## config.mk

```make
export PLATFORM = sky130hd
export DESIGN_NAME = cache_read_arbiter
export DESIGN_NICKNAME = d
export VERILOG_FILES = /design/src/rtl/cache_read_arbiter.sv
export SDC_FILE = /design/constraint.sdc
export NUM_CORES = 1
export LEC_CHECK = 0
export ABC_AREA = 1
export ABC_CLOCK_PERIOD_IN_PS = 3100
export BUFFER_PORTS_ARGS = -buffer_cell sky130_fd_sc_hd__buf_2
export CAP_MARGIN = 10
export CELL_PAD_IN_SITES_DETAIL_PLACEMENT = 1
export CELL_PAD_IN_SITES_GLOBAL_PLACEMENT = 1
export CORE_AREA = 2 2 191 193
export CTS_CLUSTER_DIAMETER = 80
export DETAILED_ROUTE_END_ITERATION = 7
export DIE_AREA = 0 0 193 195
export PLACE_DENSITY_LB_ADDON = 0.1
export SYNTH_ARGS = -nofsm -noshare
export SYNTH_HDL_FRONTEND = slang
export SYNTH_SLANG_ARGS = --single-unit
```

## constraint.sdc

```tcl
create_clock -name clk -period 3.1 [get_ports clk]
set_input_delay 0.775 -clock clk [delete_from_list [all_inputs] [get_ports clk]]
set_output_delay 0.775 -clock clk [all_outputs]
set_load 0.05 [all_outputs]
```

## src/rtl/cache_read_arbiter.sv

```systemverilog
// cache_read_arbiter
//   Two-requester AXI read arbiter: icache (s0) and dcache (s1) share one
//   AR/R channel pair toward memory. One transaction is outstanding at a time.
//   The winner's AR fields are latched in IDLE, issued in ADDR, and its R beats
//   are forwarded combinationally in DATA. Arbitration is round-robin.
// Ports
//   clk, reset      : clock, synchronous active-high reset
//   s0_ar*, s1_ar*  : requester read-address channels (valid/ready/addr/id/len/size/burst)
//   s0_r*,  s1_r*   : requester read-data channels (valid/ready/data/resp/last)
//   m_ar*, m_r*     : shared memory-side AR and R channels
//   grant           : index of the requester owning the bus
//   busy            : high when not IDLE
//   len_error       : sticky, a burst's beat count disagreed with its arlen
module cache_read_arbiter #(
  parameter int ID_WIDTH   = 13,
  parameter int ADDR_WIDTH = 64,
  parameter int DATA_WIDTH = 64
) (
  input  logic                  clk,
  input  logic                  reset,
  input  logic                  s0_arvalid,
  output logic                  s0_arready,
  input  logic [ADDR_WIDTH-1:0] s0_araddr,
  input  logic [ID_WIDTH-1:0]   s0_arid,
  input  logic [7:0]            s0_arlen,
  input  logic [2:0]            s0_arsize,
  input  logic [1:0]            s0_arburst,
  output logic                  s0_rvalid,
  input  logic                  s0_rready,
  output logic [DATA_WIDTH-1:0] s0_rdata,
  output logic [1:0]            s0_rresp,
  output logic                  s0_rlast,
  input  logic                  s1_arvalid,
  output logic                  s1_arready,
  input  logic [ADDR_WIDTH-1:0] s1_araddr,
  input  logic [ID_WIDTH-1:0]   s1_arid,
  input  logic [7:0]            s1_arlen,
  input  logic [2:0]            s1_arsize,
  input  logic [1:0]            s1_arburst,
  output logic                  s1_rvalid,
  input  logic                  s1_rready,
  output logic [DATA_WIDTH-1:0] s1_rdata,
  output logic [1:0]            s1_rresp,
  output logic                  s1_rlast,
  output logic                  m_arvalid,
  input  logic                  m_arready,
  output logic [ADDR_WIDTH-1:0] m_araddr,
  output logic [ID_WIDTH-1:0]   m_arid,
  output logic [7:0]            m_arlen,
  output logic [2:0]            m_arsize,
  output logic [1:0]            m_arburst,
  input  logic                  m_rvalid,
  output logic                  m_rready,
  input  logic [DATA_WIDTH-1:0] m_rdata,
  input  logic [1:0]            m_rresp,
  input  logic                  m_rlast,
  output logic                  grant,
  output logic                  busy,
  output logic                  len_error
);
  typedef enum logic [1:0] {IDLE, ADDR, DATA} state_t;

  typedef struct packed {
    logic [ADDR_WIDTH-1:0] addr;
    logic [ID_WIDTH-1:0]   id;
    logic [7:0]            len;
    logic [2:0]            size;
    logic [1:0]            burst;
  } ar_req_t;

  state_t  state;
  ar_req_t req_q, s0_req, s1_req;
  logic    grant_q, last_grant, len_err_q, winner, beat_hs;
  logic    act, in_addr, in_data, s0_sel, s1_sel;
  logic [7:0] beat_cnt;

  assign s0_req = {s0_araddr, s0_arid, s0_arlen, s0_arsize, s0_arburst};
  assign s1_req = {s1_araddr, s1_arid, s1_arlen, s1_arsize, s1_arburst};

  // Both valid: the one that did not win last time. Otherwise whoever is valid.
  assign winner  = (s0_arvalid && s1_arvalid) ? ~last_grant : s1_arvalid;
  assign beat_hs = in_data && m_rvalid && m_rready;

  always_ff @(posedge clk) begin
    if (reset) begin
      state      <= IDLE;
      grant_q    <= 1'b0;
      last_grant <= 1'b1;
      req_q      <= '0;
      beat_cnt   <= '0;
      len_err_q  <= 1'b0;
    end else begin
      case (state)
        IDLE: if (s0_arvalid || s1_arvalid) begin
          grant_q <= winner;
          req_q   <= winner ? s1_req : s0_req;
          state   <= ADDR;
        end
        ADDR: if (m_arready) begin
          beat_cnt <= '0;
          state    <= DATA;
        end
        DATA: if (beat_hs) begin
          beat_cnt <= beat_cnt + 8'd1;
          if (m_rlast) begin
            if (beat_cnt != req_q.len) len_err_q <= 1'b1;
            last_grant <= grant_q;
            state      <= IDLE;
          end else if (beat_cnt == req_q.len) begin
            // Expected final beat without rlast: flag it, keep forwarding.
            len_err_q <= 1'b1;
          end
        end
        default: state <= IDLE;
      endcase
    end
  end

  // Every output is forced low while reset is held, even on the first
  // reset cycle before the state register has been cleared.
  assign act     = ~reset;
  assign in_addr = act && (state == ADDR);
  assign in_data = act && (state == DATA);
  assign s0_sel  = in_data && !grant_q;
  assign s1_sel  = in_data &&  grant_q;

  assign m_arvalid = in_addr;
  assign m_araddr  = in_addr ? req_q.addr  : '0;
  assign m_arid    = in_addr ? req_q.id    : '0;
  assign m_arlen   = in_addr ? req_q.len   : '0;
  assign m_arsize  = in_addr ? req_q.size  : '0;
  assign m_arburst = in_addr ? req_q.burst : '0;

  assign s0_arready = in_addr && !grant_q && m_arready;
  assign s1_arready = in_addr &&  grant_q && m_arready;

  assign m_rready  = (s0_sel && s0_rready) || (s1_sel && s1_rready);
  assign s0_rvalid = s0_sel && m_rvalid;
  assign s1_rvalid = s1_sel && m_rvalid;
  assign s0_rdata  = s0_sel ? m_rdata : '0;
  assign s1_rdata  = s1_sel ? m_rdata : '0;
  assign s0_rresp  = s0_sel ? m_rresp : '0;
  assign s1_rresp  = s1_sel ? m_rresp : '0;
  assign s0_rlast  = s0_sel && m_rlast;
  assign s1_rlast  = s1_sel && m_rlast;

  assign grant     = act && grant_q;
  assign busy      = act && (state != IDLE);
  assign len_error = act && len_err_q;
endmodule

```

### Word-level counts from Yosys, hierarchy flattened

Index checks and enable logic that the tools add are counted.
Widths: inputs -> output; s select.

| word-level totals | value |
|---|---|
| register bits after elaboration | 103 |
| input port bits | 255 |
| output and inout bits | 233 |
| logic and storage cells | 76 |

| cells by class | value |
|---|---|
| add/subtract/negate cells | 1 |
| equality and inequality tests | 9 |
| muxes and demuxes | 22 |
| bitwise gates (word level) | 2 |
| reductions and logical operators | 32 |

Operators with widths:

| kind | number |
|---|---|
| $mux 64 | 3 |
| $mux 90 | 1 |
| $mux 8 | 3 |
| $logic_and 1x1->1 | 20 |
| $pmux 8 s2 | 1 |
| $mux 2 | 7 |
| $mux 13 | 1 |
| $add 8x1->8 const B | 1 |
| $eq 8x8->1 | 1 |
| $ne 2x2->1 const B | 4 |
| $ne 8x8->1 | 1 |
| $reduce_and 4->1 | 2 |
| $pmux 2 s3 | 1 |
| $reduce_and 3->1 | 2 |
| $reduce_bool 2->1 | 3 |
| $mux 1 | 4 |
| $mux 3 | 1 |
| $eq 2x1->1 const B | 1 |
| $eq 2x2->1 const B | 1 |
| $logic_not 2->1 | 1 |
| $logic_or 1x1->1 | 2 |
| $ne 2x1->1 const B | 1 |
| $not 1->1 | 2 |
| $reduce_and 2->1 | 1 |
| $logic_not 1->1 | 1 |

### Depth between registers and ports, before layout

| depth | value |
|---|---|
| depth after elaboration | 8 |
| mapped depth | 9 |
| gate-level depth less buffers | 9 |

### Worst setup path after synthesis

No wires, ideal clock.

| path | value |
|---|---|
| path kind | input to output |
| start point | input reset |
| end point | output s1_rdata[44] |
| data arrival time | 2.637 ns |
| data required time | 2.325 ns |
| setup slack | -0.312 ns |
| cell stages on the path | 6 |
| path buffers | 3 |
| path through | buf_2 nor2_2 nand2_1 buf_2 buf_2 nor2_1 |

| between the ends | value |
|---|---|
| word-level cells in the longest chain between the ends | 4 |

Ends and longest elaborated chain:

| element | RTL line | RTL |
|---|---|---|
| start: declaration | 20 | `input logic reset,` |
| $not 1->1 | 121 | `assign act = ~reset;` |
| $logic_and 1x1->1 | 123 | `assign in_data = act && (state == DATA);` |
| $logic_and 1x1->1 | 125 | `assign s1_sel = in_data && grant_q;` |
| $mux 64 | 141 | `assign s1_rdata = s1_sel ? m_rdata : '0;` |
| end: declaration | 42 | `output logic [DATA_WIDTH-1:0] s1_rdata,` |

Every way passes these cells.

### Final worst setup path

| path | value |
|---|---|
| start point | register state[1] |
| end point | output s0_rdata[30] |

| between the ends | value |
|---|---|
| word-level cells in the longest chain between the ends | 4 |

Ends and longest elaborated chain:

| element | RTL line | RTL |
|---|---|---|
| start: declaration | 71 | `state_t state;` |
| start signal: assignment | 86 | `state <= IDLE;` |
| start signal: assignment | 97 | `state <= ADDR;` |
| start signal: assignment | 101 | `state <= DATA;` |
| $eq 2x2->1 | 123 |  |
| $logic_and 1x1->1 | 123 |  |
| $logic_and 1x1->1 | 124 | `assign s0_sel = in_data && !grant_q;` |
| $mux 64 | 140 | `assign s0_rdata = s0_sel ? m_rdata : '0;` |
| end: declaration | 30 | `output logic [DATA_WIDTH-1:0] s0_rdata,` |

Every way passes these cells.

==> results.md <==
* Status: complete, no violations
* Max-Cap Viols at 0
* CP bufs+invs at 3
* Fin cells at 1,955
* Ratio of cells with drive above 1 in the final layout at 42.1%
* Power per cell area at 407 nW/µm²
* Largest cells by area after synthesis: dfxtp_1 30%, nor2_1 13%, o21bai_1 10%
* Global routing usage on met1 at 21.9%
* Initial Util at 19.1%
* Crit path arrival time at 2.00 ns
* Syn. warnings at 0
* GR Overflow Total at 0
* Antenna violations before repair at 4
* Mapped Cells at 1,049
* Flop2flop setup slack at 1.20 ns
* Peak Freq at 360 MHz
* Min-delay src: req_q[89]$_SDFFE_PP0P_
* Hold Path End: req_q[89]$_SDFFE_PP0P_
* Synth area leader: dfxtp_1
* Post-DP HPWL at 26,000 µm
* Core Area at 35,400 µm²
* DIE WIDTH at 193 µm
* Vias in the first global route at 8,334
* Crit path max-delay family: buffers and inverters
* First-pass iteration count of the detailed router at 4
* RSZ-0062 raised after global routing: no
* Register area share after synthesis at 30.5%
* Worst-margin pin slew at 0.880 ns
* Syn avg cell area at 6.45 µm²
* Synth Cell Area at 6770 µm²
* Clock skew at 0.0113 ns
* LEAKAGE at 0.00518 µW
* CTS resizes at 0
* DIE AREA at 37,600 µm²
* Routed Wire Length at 33,700 µm
* First-pass GRT wire length at 50,100 µm
* GR Util met3 at 4.19%
* Final hold violations at 0
* Reg2reg path depth at 7
* CTS Buf Count at 9
* Busiest metal layer after global routing: met2
* Share of the synthesized area in the top cell type at 30.5%
* Largest net degree at the start of global routing at 92
* Via-per-instance ratio at 4.17
* Clk sinks at 103
* Final #Nets at 1,743
* VDD IR max at 262 µV
* Max-slew violations at 0
* Slew headroom at 41.3%
* Clock-pin transition on the worst setup and hold timing paths at 0.08 ns
* Die H at 195 µm
* Syn nets at 1,305
* Via Count at 8,152
* Placed cells at 1,937
* Root Driver: clkbuf_16
* Routed WL per cell at 17.2 µm
* H-tree Lvls at 3
* Startpoint types: flop
* Synth-to-layout area growth at 47.7%
* Kind of critical path: flop to output port
* Setup repair bufs after CTS at 0
* Crit Path Max Fanout at 65
* Met2 GRT Util at 29.9%
* Critical Path RT at 2.32 ns
* Final period utilization at 89.5%
* Unique masters post-synth at 30
* Row count at 69
* Critical path's largest stage delay at 0.39 ns
* # hold bufs at CTS at 0
* Hold Crit Depth at 2
* Count of final setup violators at 0
* Critical-path cell list: inv_2 > nor2_4 > nand3_2 > buf_12 > nor2_1 > buf_2
* Insertion delay to the later sink of the worst-skew pair at 0.36 ns
* Setup_tns at 0 ns
* Yosys reg bits at 103
* Crit path capture type: output port
* GRT Util Overall at 17.4%
* 1st-iter DRT viols at 233
* Setup WS post-layout at 0.324 ns
* Antenna-violating nets left at 0
* Placer Congestion at 0.820
* RR Endpoint: req_q[21]$_SDFFE_PP0P_
* Top Ports at 488
* DRC at 0
* PortBufs at 487
* TritonCTS clock tree: yes
* RR Startpoint: state[0]$_SDFFE_PP0P_
* Worst slack, placed at 0.406 ns
* Final min period at 2.78 ns
* CP max-delay cell: dfxtp_1
* Worst hold path type: flop to flop
* Worst hold slack at 0.466 ns
* Clock Path Buffers at 2
-- layer usage --
layer  vias up  share of wire [%]
met3        28                7.4
met1      3734                 43
li1       4111                  -
met4         4                1.2
met2       275                 48
met5         -              0.071
-- logic make-up (layout without fill, tap and decap cells) --
kind of cell,Yosys count,count (layout),synth area share [%]
AO/OA/AOI/OAI,287,287,28.5
buffers and inverters,247,690,16.4
flip-flops,103,103,30.5
adder cells (fa/ha/maj),1,1,0.185
AND/OR/NAND/NOR,408,408,24.1
XOR/XNOR,3,3,0.388
other,0,2,0
-- worst max-delay path by stage --
stage | from | endpoint | slack (ns) | cells after the start
2_1_floorplan | reset | m_araddr[0] | -0.16 | 5
3_3_place_gp | reset | s0_rdata[23] | 0.42 | 6
3_5_place_dp | reset | s0_rdata[30] | 0.41 | 6
4_1_cts | state[1]$_SDFFE_PP0P_ | s0_rdata[30] | 0.25 | 6
5_1_grt | state[1]$_SDFFE_PP0P_ | s0_rdata[33] | 0.17 | 6
6_report | state[1]$_SDFFE_PP0P_ | s0_rdata[30] | 0.32 | 6
-- cell type report --
class | instances | area (µm²)
tap | 461 | 577
sequential | 103 | 2060
clock buffer | 10 | 229
inverter | 173 | 656
antenna | 2 | 5.00
multi-input combinational | 699 | 3680
timing repair buffer | 501 | 2710
clock inverter | 6 | 86.3
fill | 4601 | 25400
-- cell usage after synthesis --
| cell | n |
|---|---|
| a21o_1 | 1 |
| a21oi_1 | 98 |
| a21oi_2 | 1 |
| buf_1 | 9 |
| buf_12 | 8 |
| buf_2 | 27 |
| buf_6 | 2 |
| clkbuf_1 | 27 |
| clkbuf_2 | 1 |
| dfxtp_1 | 103 |
| ha_1 | 1 |
| inv_1 | 167 |
| inv_2 | 6 |
| nand2_1 | 131 |
| nand2_2 | 1 |
| nand2_4 | 2 |
| nand2_8 | 1 |
| nand3_1 | 19 |
| nand3b_1 | 1 |
| nand4_1 | 2 |
| nor2_1 | 242 |
| nor2_2 | 5 |
| nor2_4 | 1 |
| nor3b_1 | 2 |
| o21ai_0 | 15 |
| o21ai_1 | 12 |
| o21ai_2 | 70 |
| o21bai_1 | 90 |
| or2_4 | 1 |
| xnor2_1 | 3 |
-- sequential cells by signal, indices dropped and copies added, names as in the netlist --
signal	count
last_grant	1
len_err_q	1
state	2
grant_q	1
req_q	90
beat_cnt	8
-- tightest hold or removal path, cell delays in order, from the launching register on --
cell,delay [ns]
dfxtp_1,0.31
nand2_1,0.06
a21oi_1,0.05
-- metrics by stage --
step	cell area, µm²	total power [µW]	util [%]
floorplan	6820	2450	-
global placement	9680	2870	27.3
detailed placement	9680	2880	27.3
CTS	9990	4190	28.2
global route	9990	4360	28.2
finish	10000	4070	28.2
-- report_power, final --
part	switching, µW	total, µW	leakage (µW)	internal, µW
registers	75.3	1530	0.000849	1450
logic	825	1280	0.00417	460
clock network	607	1260	0.000154	652
total	1510	4070	0.00518	2560
-- layout by cell type, fill, tap and decap left out, drive strengths merged, types with 3 or more instances in the layout --
master / count
clkinv: 3
dfxtp: 103
o21bai: 90
xnor2: 3
a21oi: 99
o21ai: 97
buf: 501
nand3: 19
clkbuf: 10
inv: 175
nor2: 248
nand2: 135
Power figures use the tool's default switching activity.
